## config.mk

```make
export PLATFORM = sky130hd
export DESIGN_NAME = mano_datapath_w_flat
export DESIGN_NICKNAME = d
export VERILOG_FILES = /design/src/rtl/mano_pkg.sv /design/src/rtl/mano_datapath_w_if.sv /design/src/rtl/mano_alu_w.sv /design/src/rtl/mano_datapath_w.sv /design/src/flat_wrapper.sv
export SDC_FILE = /design/constraint.sdc
export NUM_CORES = 1
export LEC_CHECK = 0
export ABC_AREA = 1
export CAP_MARGIN = 10
export CORE_UTILIZATION = 30
export DETAILED_ROUTE_END_ITERATION = 10
export HOLD_SLACK_MARGIN = 0.05
export SYNTH_ARGS = -nofsm -noshare
export SYNTH_HDL_FRONTEND = slang
export SYNTH_HIERARCHICAL = 1
export SYNTH_SLANG_ARGS = --single-unit
```

## constraint.sdc

```tcl
create_clock -name clk -period 5.1 [get_ports clk]
set_clock_uncertainty 0.2 [all_clocks]
set_input_delay 1.02 -clock clk [delete_from_list [all_inputs] [get_ports clk]]
set_output_delay 1.02 -clock clk [all_outputs]
set_load 0.01 [all_outputs]
```

## src/rtl/mano_pkg.sv

```systemverilog
// Shared encodings and default widths for the Mano basic-computer datapath.
// The bus-source and ALU-operation codes match the control-unit encoding.
package mano_pkg;

   localparam int DW_DEF  = 16;
   localparam int AW_DEF  = 12;
   localparam int IOW_DEF = 8;

   typedef enum logic [2:0] {
      BUS_ZERO = 3'd0,
      BUS_AR   = 3'd1,
      BUS_PC   = 3'd2,
      BUS_DR   = 3'd3,
      BUS_AC   = 3'd4,
      BUS_IR   = 3'd5,
      BUS_TR   = 3'd6,
      BUS_MEM  = 3'd7
   } bus_sel_e;

   typedef enum logic [2:0] {
      ALU_AND  = 3'd0,
      ALU_ADD  = 3'd1,
      ALU_LDDR = 3'd2,
      ALU_INPR = 3'd3,
      ALU_CMA  = 3'd4,
      ALU_CIR  = 3'd5,
      ALU_CIL  = 3'd6,
      ALU_PASS = 3'd7
   } alu_op_e;

endpackage

```

## src/rtl/mano_datapath_w_if.sv

```systemverilog
// Memory bus and FGI/FGO device handshake of the datapath.
// The master side is the datapath; the slave side is memory plus the I/O device.
interface mano_datapath_w_if #(
   parameter int DW  = 16,
   parameter int AW  = 12,
   parameter int IOW = 8
);
   logic [DW-1:0]  mem_rdata;
   logic [AW-1:0]  mem_addr;
   logic [DW-1:0]  bus;
   logic           in_valid;
   logic [IOW-1:0] in_data;
   logic           in_ready;
   logic           out_ack;
   logic           out_valid;
   logic [IOW-1:0] outr;

   modport master (
      input  mem_rdata, in_valid, in_data, out_ack,
      output mem_addr, bus, in_ready, out_valid, outr
   );

   modport slave (
      output mem_rdata, in_valid, in_data, out_ack,
      input  mem_addr, bus, in_ready, out_valid, outr
   );
endinterface

```

## src/rtl/mano_alu_w.sv

```systemverilog
// Combinational ALU feeding AC and the E carry: logic, add, rotate-through-E
// and the INPR merge into the low I/O byte of AC.
module mano_alu_w
   import mano_pkg::*;
#(
   parameter int DW  = 16,
   parameter int IOW = 8
) (
   input  logic [DW-1:0]  ac,
   input  logic [DW-1:0]  dr,
   input  logic           e,
   input  logic [IOW-1:0] inpr,
   input  alu_op_e        op,
   output logic [DW-1:0]  res,
   output logic           carry
);

   always_comb begin
      res   = ac;
      carry = e;
      case (op)
         ALU_AND:  res = ac & dr;
         ALU_ADD:  {carry, res} = {1'b0, ac} + {1'b0, dr};
         ALU_LDDR: res = dr;
         ALU_INPR: res[IOW-1:0] = inpr;
         ALU_CMA:  res = ~ac;
         ALU_CIR: begin
            res   = {e, ac[DW-1:1]};
            carry = ac[0];
         end
         ALU_CIL: begin
            res   = {ac[DW-2:0], e};
            carry = ac[DW-1];
         end
         ALU_PASS: res = ac;
      endcase
   end

endmodule

```

## src/rtl/mano_datapath_w.sv

```systemverilog
// Mano basic-computer datapath: register file, common bus, E flip-flop and
// FGI/FGO I/O flags, driven by per-register strobes from the control unit.
module mano_datapath_w
   import mano_pkg::*;
#(
   parameter int DW  = DW_DEF,
   parameter int AW  = AW_DEF,
   parameter int IOW = IOW_DEF
) (
   input  logic                clk,
   input  logic                reset_n,
   input  bus_sel_e            bus_sel,
   input  alu_op_e             alu_op,
   input  logic                ar_ld, ar_inc, ar_clr,
   input  logic                pc_ld, pc_inc, pc_clr,
   input  logic                dr_ld, dr_inc, dr_clr,
   input  logic                ac_ld, ac_inc, ac_clr,
   input  logic                tr_ld, tr_inc, tr_clr,
   input  logic                ir_ld, outr_ld,
   input  logic                e_clr, e_cmp, e_ld,
   input  logic                fgi_clr,
   mano_datapath_w_if.master   io,
   output logic [AW-1:0]       ar,
   output logic [AW-1:0]       pc,
   output logic [DW-1:0]       dr,
   output logic [DW-1:0]       ac,
   output logic [DW-1:0]       ir,
   output logic [DW-1:0]       tr,
   output logic                e,
   output logic                fgi,
   output logic                fgo,
   output logic                ac_zero,
   output logic                ac_neg,
   output logic                dr_zero
);

   logic [AW-1:0]  ar_q, ar_d, pc_q, pc_d;
   logic [DW-1:0]  dr_q, dr_d, ac_q, ac_d, ir_q, ir_d, tr_q, tr_d;
   logic [IOW-1:0] outr_q, outr_d, inpr_q, inpr_d;
   logic           e_q, e_d, fgi_q, fgi_d, fgo_q, fgo_d;
   logic [DW-1:0]  bus_w, alu_res;
   logic           alu_carry;

   always_comb begin
      bus_w = '0;
      case (bus_sel)
         BUS_ZERO: bus_w = '0;
         BUS_AR:   bus_w = DW'(ar_q);
         BUS_PC:   bus_w = DW'(pc_q);
         BUS_DR:   bus_w = dr_q;
         BUS_AC:   bus_w = ac_q;
         BUS_IR:   bus_w = ir_q;
         BUS_TR:   bus_w = tr_q;
         BUS_MEM:  bus_w = io.mem_rdata;
      endcase
   end

   mano_alu_w #(.DW(DW), .IOW(IOW)) u_alu (
      .ac    (ac_q),
      .dr    (dr_q),
      .e     (e_q),
      .inpr  (inpr_q),
      .op    (alu_op),
      .res   (alu_res),
      .carry (alu_carry)
   );

   // Every register resolves clear over load over increment.
   always_comb begin
      ar_d = ar_clr ? '0 : ar_ld ? bus_w[AW-1:0] : ar_inc ? ar_q + AW'(1) : ar_q;
      pc_d = pc_clr ? '0 : pc_ld ? bus_w[AW-1:0] : pc_inc ? pc_q + AW'(1) : pc_q;
      dr_d = dr_clr ? '0 : dr_ld ? bus_w : dr_inc ? dr_q + DW'(1) : dr_q;
      ac_d = ac_clr ? '0 : ac_ld ? alu_res : ac_inc ? ac_q + DW'(1) : ac_q;
      tr_d = tr_clr ? '0 : tr_ld ? bus_w : tr_inc ? tr_q + DW'(1) : tr_q;
      ir_d = ir_ld ? bus_w : ir_q;
      outr_d = outr_ld ? bus_w[IOW-1:0] : outr_q;
      e_d = e_clr ? 1'b0 : e_cmp ? ~e_q : e_ld ? alu_carry : e_q;
   end

   // An offer arriving with fgi_clr while FGI is set waits one cycle.
   always_comb begin
      fgi_d  = fgi_q;
      inpr_d = inpr_q;
      if (io.in_valid && !fgi_q) begin
         inpr_d = io.in_data;
         fgi_d  = 1'b1;
      end else if (fgi_clr) begin
         fgi_d  = 1'b0;
      end
      fgo_d = fgo_q;
      if (outr_ld) fgo_d = 1'b0;
      else if (io.out_ack) fgo_d = 1'b1;
   end

   always_ff @(posedge clk or negedge reset_n) begin
      if (!reset_n) begin
         ar_q   <= '0;
         pc_q   <= '0;
         dr_q   <= '0;
         ac_q   <= '0;
         ir_q   <= '0;
         tr_q   <= '0;
         outr_q <= '0;
         inpr_q <= '0;
         e_q    <= 1'b0;
         fgi_q  <= 1'b0;
         fgo_q  <= 1'b1;
      end else begin
         ar_q   <= ar_d;
         pc_q   <= pc_d;
         dr_q   <= dr_d;
         ac_q   <= ac_d;
         ir_q   <= ir_d;
         tr_q   <= tr_d;
         outr_q <= outr_d;
         inpr_q <= inpr_d;
         e_q    <= e_d;
         fgi_q  <= fgi_d;
         fgo_q  <= fgo_d;
      end
   end

   assign io.mem_addr  = ar_q;
   assign io.bus       = bus_w;
   assign io.in_ready  = ~fgi_q;
   assign io.out_valid = ~fgo_q;
   assign io.outr      = outr_q;

   assign ar      = ar_q;
   assign pc      = pc_q;
   assign dr      = dr_q;
   assign ac      = ac_q;
   assign ir      = ir_q;
   assign tr      = tr_q;
   assign e       = e_q;
   assign fgi     = fgi_q;
   assign fgo     = fgo_q;
   assign ac_zero = (ac_q == '0);
   assign ac_neg  = ac_q[DW-1];
   assign dr_zero = (dr_q == '0);

endmodule

```

## src/flat_wrapper.sv

```systemverilog
// flat-port wrapper written by rule: the top's interface ports become plain ports
module mano_datapath_w_flat import mano_pkg::*;
#(
   parameter int DW  = DW_DEF,
   parameter int AW  = AW_DEF,
   parameter int IOW = IOW_DEF
)
  (clk, reset_n, bus_sel, alu_op, ar_ld, ar_inc, ar_clr, pc_ld, pc_inc, pc_clr, dr_ld, dr_inc, dr_clr, ac_ld, ac_inc, ac_clr, tr_ld, tr_inc, tr_clr, ir_ld, outr_ld, e_clr, e_cmp, e_ld, fgi_clr, ar, pc, dr, ac, ir, tr, e, fgi, fgo, ac_zero, ac_neg, dr_zero, io_mem_rdata, io_in_valid, io_in_data, io_out_ack, io_mem_addr, io_bus, io_in_ready, io_out_valid, io_outr);
  mano_datapath_w_if #(.DW(DW), .AW(AW), .IOW(IOW)) io_i ();
  input  logic clk;
  input  logic reset_n;
  input  bus_sel_e bus_sel;
  input  alu_op_e alu_op;
  input  logic ar_ld;
  input  logic ar_inc;
  input  logic ar_clr;
  input  logic pc_ld;
  input  logic pc_inc;
  input  logic pc_clr;
  input  logic dr_ld;
  input  logic dr_inc;
  input  logic dr_clr;
  input  logic ac_ld;
  input  logic ac_inc;
  input  logic ac_clr;
  input  logic tr_ld;
  input  logic tr_inc;
  input  logic tr_clr;
  input  logic ir_ld;
  input  logic outr_ld;
  input  logic e_clr;
  input  logic e_cmp;
  input  logic e_ld;
  input  logic fgi_clr;
  output logic [AW-1:0] ar;
  output logic [AW-1:0] pc;
  output logic [DW-1:0] dr;
  output logic [DW-1:0] ac;
  output logic [DW-1:0] ir;
  output logic [DW-1:0] tr;
  output logic e;
  output logic fgi;
  output logic fgo;
  output logic ac_zero;
  output logic ac_neg;
  output logic dr_zero;
  input wire logic [$bits(io_i.mem_rdata)-1:0] io_mem_rdata;
  input wire logic [$bits(io_i.in_valid)-1:0] io_in_valid;
  input wire logic [$bits(io_i.in_data)-1:0] io_in_data;
  input wire logic [$bits(io_i.out_ack)-1:0] io_out_ack;
  output wire logic [$bits(io_i.mem_addr)-1:0] io_mem_addr;
  output wire logic [$bits(io_i.bus)-1:0] io_bus;
  output wire logic [$bits(io_i.in_ready)-1:0] io_in_ready;
  output wire logic [$bits(io_i.out_valid)-1:0] io_out_valid;
  output wire logic [$bits(io_i.outr)-1:0] io_outr;
  assign io_i.mem_rdata = io_mem_rdata;
  assign io_i.in_valid = io_in_valid;
  assign io_i.in_data = io_in_data;
  assign io_i.out_ack = io_out_ack;
  assign io_mem_addr = io_i.mem_addr;
  assign io_bus = io_i.bus;
  assign io_in_ready = io_i.in_ready;
  assign io_out_valid = io_i.out_valid;
  assign io_outr = io_i.outr;
  mano_datapath_w #(.DW(DW), .AW(AW), .IOW(IOW)) u_core (.clk(clk), .reset_n(reset_n), .bus_sel(bus_sel), .alu_op(alu_op), .ar_ld(ar_ld), .ar_inc(ar_inc), .ar_clr(ar_clr), .pc_ld(pc_ld), .pc_inc(pc_inc), .pc_clr(pc_clr), .dr_ld(dr_ld), .dr_inc(dr_inc), .dr_clr(dr_clr), .ac_ld(ac_ld), .ac_inc(ac_inc), .ac_clr(ac_clr), .tr_ld(tr_ld), .tr_inc(tr_inc), .tr_clr(tr_clr), .ir_ld(ir_ld), .outr_ld(outr_ld), .e_clr(e_clr), .e_cmp(e_cmp), .e_ld(e_ld), .fgi_clr(fgi_clr), .io(io_i), .ar(ar), .pc(pc), .dr(dr), .ac(ac), .ir(ir), .tr(tr), .e(e), .fgi(fgi), .fgo(fgo), .ac_zero(ac_zero), .ac_neg(ac_neg), .dr_zero(dr_zero));
endmodule
```

==> results.md, run 1 <==
* Critical path's largest stage delay at 0.73 ns
* Min-delay worst type: in2async
* Worst skew pair latency at 0.37 ns
* Largest family of logic cells by synthesized area: simple AND/OR/NAND/NOR gates
* CP Class: in2out
* Post-route minimum period at 4.72 ns
* Slowest CP cell: clkdlybuf4s50_1
* Clock root cell: clkbuf_16
* Routed len/inst at 19.0 um
* P&R area growth vs syn at 26.0%
* Max frequency at 212 MHz
* Worst path most repeated cell: clkdlybuf4s50_1
* Post-Route WL at 39.9 mm
* First-pass GRT wire length at 60.6 mm
* Number of flops mapped to enable cells by yosys at 0
* Run status: completed
* Port bufs at 186
* Site Rows at 65
* Post-synthesis async set-or-reset flop share at 100%
* Post-synth cell types at 47
* DR iter-0 viols at 1062
* Final setup viols at 0
* Mux cell area share after synthesis at 1.06%
* Total CTS buffers at 9
* Dpl hpwl at 30.7 mm
* Maximum clock path buffer count at 2
* Setup crit start: bus_sel[2]
* Die X at 181 um
* Max-slew violation count at 0
* Post-synthesis xor/xnor area fraction at 1.28%
* Slew headroom at 19.5%
* Final ANT Viol Nets at 0
* Seq cells post-synth at 107
* Tightest Pin Transition at 1.20 ns
* Area of the multi-input gates at 5750 um^2
* Final Hold Viols at 0
* Setup Buffers After CTS at 0
* Max FO, Critical Path at 15
* Worst-path clk slew at 0.07 ns
* Hold_ws at 0.253 ns
* Ys flop type: dfrtp_1
* Simple-gate share of the synthesized area at 44.2%
* Fillers at 3363
* Pre-antenna DRT Iters at 6
* Final period util at 92.6%
* Nets at 1773
* Critical Path Sink Type: output port
* Die Y at 181 um
* VDD IR max at 0.163 mV
* Fraction of the mapped netlist area in compound gates at 10.2%
* Final TNS setup at 0 ns
* Syn_area_per_cell at 6.26 um^2
* Diodes inserted at 0
* Top-level I/O count at 187
* Largest net degree at the start of global routing at 106
* Via count at 11110
* Clock sink total at 107
* Initial Util at 30.4%
* Adder-Cell Fraction of Synth Area at 3.22%
* Synth warn at 6
* CTS tree: built
* Post-Synthesis Cell Area at 9570 um^2
* Post-synthesis net count at 1608
* Global Route Usage Sum at 24.2%
* Worst Path Required at 3.88 ns
* Post-CTS Hold Fix Bufs at 0
* CP startpoint kind: input pin
* Maxcap violations at 0
* Die area at 32600 um^2
* GRT overflow at 0
* Register area at 2680 um^2
* Crit path DAT at 3.50 ns
* # DRC at 0
* # H-tree levels at 3
* Leakage power at 5.64 nW
* RSZ-0062 raised after global routing: no
* Global placer's final weighted congestion at 0.974
* Sequential share of the synthesized area at 28.0%
* Reg2Reg Launch Point: u_core/dr[0]$_DFFE_PN0P_
* Initial antenna violation count at 0
* # resized after CTS at 0
* PD cells at 223 nW/um^2
* Power, Total at 0.00269 W
* Gate Count Post-Synth at 1529
* CP cell instances: clkdlybuf4s50_1 > inv_2 > nand3_2 > o21ai_0 > nor2_2 > nand2_1 > clkdlybuf4s50_1
* Core ar. at 31500 um^2
* Share of cells above drive strength 1 at 6.36%
* Vias in the first global route at 10045
* Routed vias/inst at 5.29
-- per-layer routing --
metal | vias to the layer above | share of wire, % | global-route usage [%]
li1 | 5328 | - | -
met1 | 5218 | 42 | 32.4
met2 | 507 | 47 | 39.8
met3 | 57 | 8.0 | 2.85
met4 | 0 | 3.1 | 8.96
met5 | - | 0 | 0
-- per-stage QoR --
stage	setup WS, ns	std cells	utilization, %	instance area (um^2)
after global routing	0.221	2101	38.3	12100
after global placement	0.504	2085	37.4	11800
final	0.375	2101	38.3	12100
after CTS	0.456	2101	38.3	12100
after detailed placement	0.458	2085	37.4	11800
after floorplan	2.01	1529	-	9570
-- cells in the mapped netlist (14+ instances only) --
cell / count / area [um^2]
nand3_1: 187 / 936
nand4_1: 67 / 419
ha_1: 23 / 288
a31oi_1: 20 / 125
dfrtp_1: 106 / 2650
a21oi_1: 26 / 130
nor2_2: 14 / 87.6
clkbuf_1: 22 / 82.6
o22ai_1: 27 / 169
o21ai_0: 59 / 295
nand2_1: 437 / 1640
inv_1: 195 / 732
buf_4: 22 / 165
nor2_1: 197 / 739
-- state kept, by name, summed over array words and instances, names as in the netlist --
name	cells
u_core/ac	16
u_core/ar	12
u_core/dr	16
u_core/e	1
u_core/fgi	1
u_core/fgo	1
u_core/inpr_q	8
u_core/io.outr	8
u_core/ir	16
u_core/pc	12
u_core/tr	16
-- power by group --
part	internal [W]	total [W]	switching, W
Sequential	0.000931	0.00107	0.000144
Combinational	0.000386	0.000907	0.000520
Clock	0.000348	0.000705	0.000357
-- worst paths after layout --
check                                             to  slack [ns]  depth (start not counted)
max                                       io_bus[10]        0.38                          7
min                             u_core/e$_DFFE_PN0P_        0.25                          1
max reg2reg                     u_core/e$_DFFE_PN0P_        2.31                         16
min reg2reg                   u_core/fgo$_DFFE_PN1P_        0.31                          2
max in group asynchronous  u_core/tr[11]$_DFFE_PN0P_        3.62                          2
min in group clk              u_core/fgo$_DFFE_PN1P_        0.31                          2
-- cell families after synthesis --
logic type      Yosys count
compound gates          164
xor+xnor                 14
fa+ha+maj                24
buf+inv                 266
flops                   107
mux                       9
simple gates            945
-- critical path: cells and delay by family --
family                 cells  cell delay (ns)
AO/OA/AOI/OAI              1             0.29
AND/OR/NAND/NOR            3             0.50
buffers and inverters      3             1.67
-- cell type report --
class	instances	area share (%)
clock buffer	11	2.01
clock inverter	5	0.311
inverter	207	6.48
multi-input combinational	1156	47.6
sequential	107	22.2
tap	402	4.17
timing repair buffer	213	17.2
-- cell usage in the layout (no fill, tap or decap), types with 8 or more instances in the layout --
master | Yosys | final
nand2_1 | 437 | 437
nor2_1 | 197 | 197
inv_1 | 195 | 195
nand3_1 | 187 | 187
clkdlybuf4s50_1 | 0 | 185
dfrtp_1 | 106 | 106
nand4_1 | 67 | 67
o21ai_0 | 59 | 59
buf_4 | 22 | 27
o22ai_1 | 27 | 27
a21oi_1 | 26 | 26
ha_1 | 23 | 23
a31oi_1 | 20 | 20
nor2_2 | 14 | 14
xor2_1 | 12 | 12
nor3_1 | 10 | 10
clkbuf_16 | 0 | 9
mux2_2 | 9 | 9
inv_2 | 8 | 8
nor3_4 | 8 | 8
No activity file was read; power rests on OpenSTA's default activity.
==> run 2: changes to the inputs <==
--- a/config.mk
+++ b/config.mk
@@ -9,6 +9,7 @@
 export CAP_MARGIN = 10
 export CORE_UTILIZATION = 30
 export DETAILED_ROUTE_END_ITERATION = 10
+export GPL_ROUTABILITY_DRIVEN = 0
 export HOLD_SLACK_MARGIN = 0.05
 export SYNTH_ARGS = -nofsm -noshare
 export SYNTH_HDL_FRONTEND = slang
==> constraint.sdc (replaced) <==
create_clock -name clk -period 6.1 [get_ports clk]
set_clock_uncertainty 0.2 [all_clocks]
set_input_delay 1.22 -clock clk [delete_from_list [all_inputs] [get_ports clk]]
set_output_delay 1.22 -clock clk [all_outputs]
set_load 0.05 [all_outputs]
==> results.md, run 2 (synthesized netlist as in run 1, its figures left out) <==
* # H-tree levels at 3 (unchanged)
* CP cell instances: clkdlybuf4s50_1 > inv_2 > nand3_2 > nor2_1 > nor2_1 > nand2_1 > clkdlybuf4s50_1
* CP Class: in2out
* Wire length on met1 at 16.1 mm (-5.1%)
* Share of cells above drive strength 1 at 6.30% (-0.055 points)
* Max FO, Critical Path at 13 (-2)
* # resized after CTS at 0 (unchanged)
* WL met3 at 3.47 mm (+9.2%)
* Worst skew pair latency at 0.38 ns (about the same)
* Run status: completed
* PD cells at 209 nW/um^2 (-6.2%)
* Port bufs at 186 (unchanged)
* Critical Path Sink Type: output port
* Core ar. at 31500 um^2 (unchanged)
* Slew headroom at 37.3% (+18 points)
* Site Rows at 65 (unchanged)
* Clock sink total at 107 (unchanged)
* Vias in the first global route at 10155 (+1.1%)
* Max-slew violation count at 0 (unchanged)
* Pre-antenna DRT Iters at 6 (unchanged)
* Final ANT Viol Nets at 0 (unchanged)
* Commonest non-fill, non-tap cell in the layout: nand2_1
* Diodes inserted at 0 (unchanged)
* Initial Util at 30.4% (unchanged)
* Top-level I/O count at 187 (unchanged)
* Routed len/inst at 18.3 um (-3.6%)
* Largest net degree at the start of global routing at 56 (-47%)
* Initial antenna violation count at 1 (+1)
* Via count at 11137 (+0.24%)
* Slowest CP cell: clkdlybuf4s50_1
* CP startpoint kind: input pin
* P&R area growth vs syn at 24.3%
* Max frequency at 192 MHz
* Setup Buffers After CTS at 0 (unchanged)
* # DRC at 0 (unchanged)
* Tightest Pin Transition at 0.937 ns (-0.266 ns)
* Post-CTS Hold Fix Bufs at 0 (unchanged)
* Die Y at 181 um (unchanged)
* Final TNS setup at 0 ns (unchanged)
* Maximum clock path buffer count at 2 (unchanged)
* Worst Path Required at 4.68 ns (+0.80 ns)
* Die area at 32600 um^2 (unchanged)
* Most frequent cells in the layout: nand2_1 (437), nor2_1 (197), inv_1 (195)
* Top sig layer: met4
* CP top delay family: buffers and inverters
* Nets at 1756 (-0.96%)
* Worst-path clk slew at 0.07 ns (about the same)
* Met2 wire length at 17.3 mm (-6.9%)
* Global Route Usage Sum at 23.1% (-1.1 points)
* Leakage power at 5.59 nW (-0.92%)
* GRT overflow at 0 (unchanged)
* CTS tree: built
* VDD IR max at 0.166 mV (+2.0%)
* Final Hold Viols at 0 (unchanged)
* Post-Route WL at 38.1 mm (-4.4%)
* Crit path DAT at 3.79 ns (+0.29 ns)
* RSZ-0062 raised after global routing: no
* First-pass GRT wire length at 58.5 mm (-3.5%)
* Total CTS buffers at 9 (unchanged)
* Final setup viols at 0 (unchanged)
* Critical path's largest stage delay at 0.81 ns (+0.08 ns)
* Post-route minimum period at 5.21 ns
* CP bufs+invs at 3 (unchanged)
* Maxcap violations at 0 (unchanged)
* Min-delay worst type: reg2reg
* Hold_ws at 0.321 ns (+0.0678 ns)
* Final period util at 85.4%
* Routed vias/inst at 5.34 (+1.1%)
* Dpl hpwl at 29.3 mm (-4.6%)
* Clock root cell: clkbuf_16
* Die X at 181 um (unchanged)
* DR iter-0 viols at 1244 (+17%)
==> run 2: cell count changes in the layout (fill, tap and decap cells not counted), sizes merged <==
| cell | change |
|---|---|
| clkinv | +1 |
| buf | -2 |
| clkbuf | -1 |
| clkdlybuf4s50 | -15 |
| inv | +1 |
| clkinvlp | -1 |
==> run 2: metrics by stage <==
stage | setup slack, ns | cell area [um^2] | total power, W | cells | util (%)
3_5_place_dp | 0.925 | 11600 | 0.00188 | 2068 | 36.9
5_1_grt | 0.774 | 11900 | 0.00260 | 2084 | 37.8
4_1_cts | 0.924 | 11900 | 0.00249 | 2084 | 37.8
2_1_floorplan | 2.13 | 9570 | 0.00151 | 1529 | -
6_report | 0.892 | 11900 | 0.00249 | 2084 | 37.8
3_3_place_gp | 0.954 | 11600 | 0.00188 | 2068 | 36.9
==> run 2: cell type report <==
type,count,area (um^2)
Tap cell,402,503
Timing Repair Buffer,196,1900
Clock inverter,6,61.3
Clock buffer,10,229
Inverter,207,782
Sequential cell,107,2680
Multi-Input combinational cell,1156,5750
Fill cell,3341,19600
==> run 2: worst paths after layout <==
| path | slack, ns | to | start | depth (start not counted) |
|---|---|---|---|---|
| worst max-delay path | 0.89 | io_bus[15] | bus_sel[0] | 7 |
| worst min-delay path | 0.32 | u_core/inpr_q[3]$_DFFE_PN0P_ | u_core/inpr_q[3]$_DFFE_PN0P_ | 1 |
| worst max register to register | 3.27 | u_core/e$_DFFE_PN0P_ | u_core/dr[0]$_DFFE_PN0P_ | 16 |
| worst min register to register | 0.32 | u_core/inpr_q[3]$_DFFE_PN0P_ | u_core/inpr_q[3]$_DFFE_PN0P_ | 1 |
| max in group asynchronous | 3.76 | u_core/tr[11]$_DFFE_PN0P_ | reset_n | 2 |
| min in group asynchronous | 0.68 | u_core/e$_DFFE_PN0P_ | reset_n | 1 |
==> run 2: layer usage <==
metal  GRT usage (%)  vias up
met5               0        -
met4            9.30        0
met3            4.32       79
met2            36.8      614
met1            30.6     5143
li1                -     5301
==> run 2: where the power goes <==
group | internal (W) | switching (W)
Combinational | 0.000309 | 0.000665
Sequential | 0.000778 | 0.000128
Clock | 0.000288 | 0.000318
Total | 0.00137 | 0.00111
==> run 3: changes to the inputs <==
--- a/config.mk
+++ b/config.mk
@@ -11,7 +11,7 @@
 export DETAILED_ROUTE_END_ITERATION = 10
 export GPL_ROUTABILITY_DRIVEN = 0
 export HOLD_SLACK_MARGIN = 0.05
+export REMOVE_ABC_BUFFERS = 1
 export SYNTH_ARGS = -nofsm -noshare
 export SYNTH_HDL_FRONTEND = slang
-export SYNTH_HIERARCHICAL = 1
 export SYNTH_SLANG_ARGS = --single-unit
==> results.md, run 3 <==
* Run status: completed
* Commonest cells post-synth: nand2_1 (299), inv_1 (169), dfrtp_1 (106), nor2_1 (105), o21ai_0 (103)
* Final TNS setup at 0 ns (unchanged)
* Top cells by area, synth: dfrtp_1 (31%), nand2_1 (13%), inv_1 (7.4%), o21ai_0 (6.0%), nand3_1 (5.1%)
* VDD IR max at 0.118 mV (-29%)
* Number of flops mapped to enable cells by yosys at 0 (unchanged)
* Largest net degree at the start of global routing at 57 (+1.8%)
* Tightest Pin Transition at 1.03 ns (+0.0964 ns)
* Via count at 9749 (-12%)
* GR peak layer: met2
* Met3 usage at 3.61% (-0.71 points)
* Setup Buffers After CTS at 0 (unchanged)
* CP startpoint kind: input pin
* Hold_ws at 0.313 ns (-0.00789 ns)
* Most frequent cells in the layout: nand2_1 (299), clkdlybuf4s50_1 (185), inv_1 (169)
* Commonest non-fill, non-tap cell in the layout: nand2_1
* Post-Route WL at 35.2 mm (-7.6%)
* Synth top area share at 30.8% (+3.0 points)
* Reg-to-reg endpoint: u_core.e$_DFFE_PN0P_
* Seq cells post-synth at 107 (unchanged)
* Final Hold Viols at 0 (unchanged)
* Routed len/inst at 19.5 um (+6.4%)
* Share of cells above drive strength 1 at 6.35% (+0.053 points)
* Syn_area_per_cell at 6.77 um^2 (+8.2%)
* Fillers at 2962 (-11%)
* Maximum clock path buffer count at 2 (unchanged)
* Met1 Use GR at 32.5% (+2.0 points)
* Min-delay worst type: reg2reg
* Clock root cell: clkbuf_16
* Leakage power at 4.87 nW (-13%)
* Max-slew violation count at 0 (unchanged)
* Maxcap violations at 0 (unchanged)
* Clock sink total at 107 (unchanged)
* Critical Path Sink Type: output port
* CP Class: in2out
* Port bufs at 186 (unchanged)
* Hold EP: u_core.fgo$_DFFE_PN1P_
* Die Y at 172 um (-5.0%)
* Pre-CTS setup slack at 0.968 ns (+0.0439 ns)
* # H-tree levels at 3 (unchanged)
* Die area at 29400 um^2 (-9.8%)
* Slew headroom at 30.8% (-6.5 points)
* RSZ-0062 raised after global routing: no
* Max FO, Critical Path at 15 (+2)
* Top-count cell post-synth: nand2_1
* Gate Count Post-Synth at 1274 (-17%)
* Core ar. at 28000 um^2 (-11%)
* Post-synth cell types at 53 (+13%)
* Worst skew pair latency at 0.38 ns (about the same)
* Sequential share of the synthesized area at 31.1% (+3.1 points)
* Worst R2R Path Depth at 14 (-2)
* DR iter-0 viols at 941 (-24%)
* PD cells at 225 nW/um^2 (+7.6%)
* Power, Total at 0.00248 W (-0.30%)
* R2R Setup Slk at 3.51 ns (+0.24 ns)
* GRT overflow at 0 (unchanged)
* # DRC at 0 (unchanged)
* CTS tree: built
* Crit path DAT at 3.82 ns (+0.03 ns)
* Reg2Reg Launch Point: u_core.dr[0]$_DFFE_PN0P_
* First-pass GRT wire length at 54.1 mm (-7.6%)
* Final Worst Setup Slack at 0.865 ns (-0.0275 ns)
* Nets at 1506 (-14%)
* Hold path depth at 2 (+1)
* Synth warn at 0 (-6)
* Post-CTS Hold Fix Bufs at 0 (unchanged)
* P&R area growth vs syn at 27.8%
* Die X at 172 um (-5.0%)
* Routed vias/inst at 5.39 (+0.79%)
* Final period util at 85.8% (+0.45 points)
* Diodes inserted at 0 (unchanged)
* Dpl hpwl at 27.2 mm (-7.1%)
* Met2 Track Usage GR at 38.1% (+1.3 points)
* Initial Util at 30.8% (+0.38 points)
* Post-synth top area cell: dfrtp_1
* # resized after CTS at 0 (unchanged)
* Ys flop type: dfrtp_1
* Max frequency at 191 MHz (-0.52%)
* Post-Synthesis Cell Area at 8630 um^2 (-9.9%)
* Total CTS buffers at 9 (unchanged)
* Vias in the first global route at 9182 (-9.6%)
* Worst-path clk slew at 0.09 ns (+0.02 ns)
* Worst Min Path Start: u_core.fgo$_DFFE_PN1P_
* Worst Path Required at 4.68 ns (about the same)
* Top-level I/O count at 187 (unchanged)
* Initial antenna violation count at 0 (-1)
* Site Rows at 61 (-6.2%)
* Post-route minimum period at 5.24 ns (+0.0275 ns)
* Post-synthesis async set-or-reset flop share at 100% (unchanged)
* Final ANT Viol Nets at 0 (unchanged)
* Final setup viols at 0 (unchanged)
* Pre-antenna DRT Iters at 5 (-1)
* Global Route Usage Sum at 24.2% (+1.2 points)
run 3: cell types whose count changed after synthesis, moves of 26 or more:
cell,before,now
o22ai_1,27,55
o21ai_0,59,103
inv_1,195,169
nor2_1,197,105
nand2_1,437,299
nand3_1,187,88
nand4_1,67,19
a21oi_1,26,60
run 3: how the worst max path moves through the flow:
| stage | slack (ns) | start | cells after the start | endpoint |
|---|---|---|---|---|
| finish | 0.86 | bus_sel[0] | 7 | io_bus[4] |
| global route | 0.83 | bus_sel[1] | 7 | io_bus[11] |
| CTS | 0.95 | bus_sel[0] | 7 | io_bus[4] |
| detailed placement | 0.97 | bus_sel[0] | 7 | io_bus[4] |
| global placement | 1.09 | bus_sel[0] | 6 | io_bus[12] |
| floorplan | 1.94 | bus_sel[1] | 3 | io_bus[12] |
run 3: cell families after synthesis:
| kind of cell | count (synthesis) | synth area share (%) |
|---|---|---|
| multiplexers | 7 | 0.914 |
| buffers and inverters | 230 | 11.3 |
| adder cells (fa/ha/maj) | 24 | 3.57 |
| flip-flops | 107 | 31.1 |
| AO/OA/AOI/OAI | 290 | 20.1 |
| XOR/XNOR | 26 | 2.64 |
| AND/OR/NAND/NOR | 590 | 30.5 |
run 3: through the flow:
stage / instance area [um^2] / instances / utilization [%]
2_1_floorplan: 8330 / 1224 / -
3_3_place_gp: 10700 / 1794 / 38.2
3_5_place_dp: 10700 / 1794 / 38.2
4_1_cts: 11000 / 1810 / 39.4
5_1_grt: 11000 / 1810 / 39.4
6_report: 11000 / 1810 / 39.4
run 3: power breakdown:
group	total (W)	switching [W]	leakage, nW	internal [W]
registers	0.000890	0.000113	1.40	0.000777
logic	0.000953	0.000654	3.32	0.000299
clock network	0.000635	0.000337	0.154	0.000298
run 3: critical path: stages:
cell and delay (ns):
clkdlybuf4s50_1 0.64, inv_2 0.11, nand3_2 0.26, inv_1 0.13
a221oi_2 0.33, o211ai_2 0.32, clkdlybuf4s50_1 0.81
run 3: layout make-up:
type / count / area, um^2 / area share (%)
Multi-Input combinational cell: 937 / 4970 / 45.1
Clock inverter: 7 / 91.3 / 0.829
Clock buffer: 9 / 225 / 2.04
Timing Repair Buffer: 192 / 1900 / 17.3
Tap cell: 378 / 473 / 4.29
Inverter: 180 / 676 / 6.13
Sequential cell: 107 / 2680 / 24.3
run 3: metal layers:
layer  vias up  part of all wire [%]
li1       4565                     -
met3        80                   7.8
met2       465                    45
met4         0                   4.4
met5         -                     0
met1      4639                    43
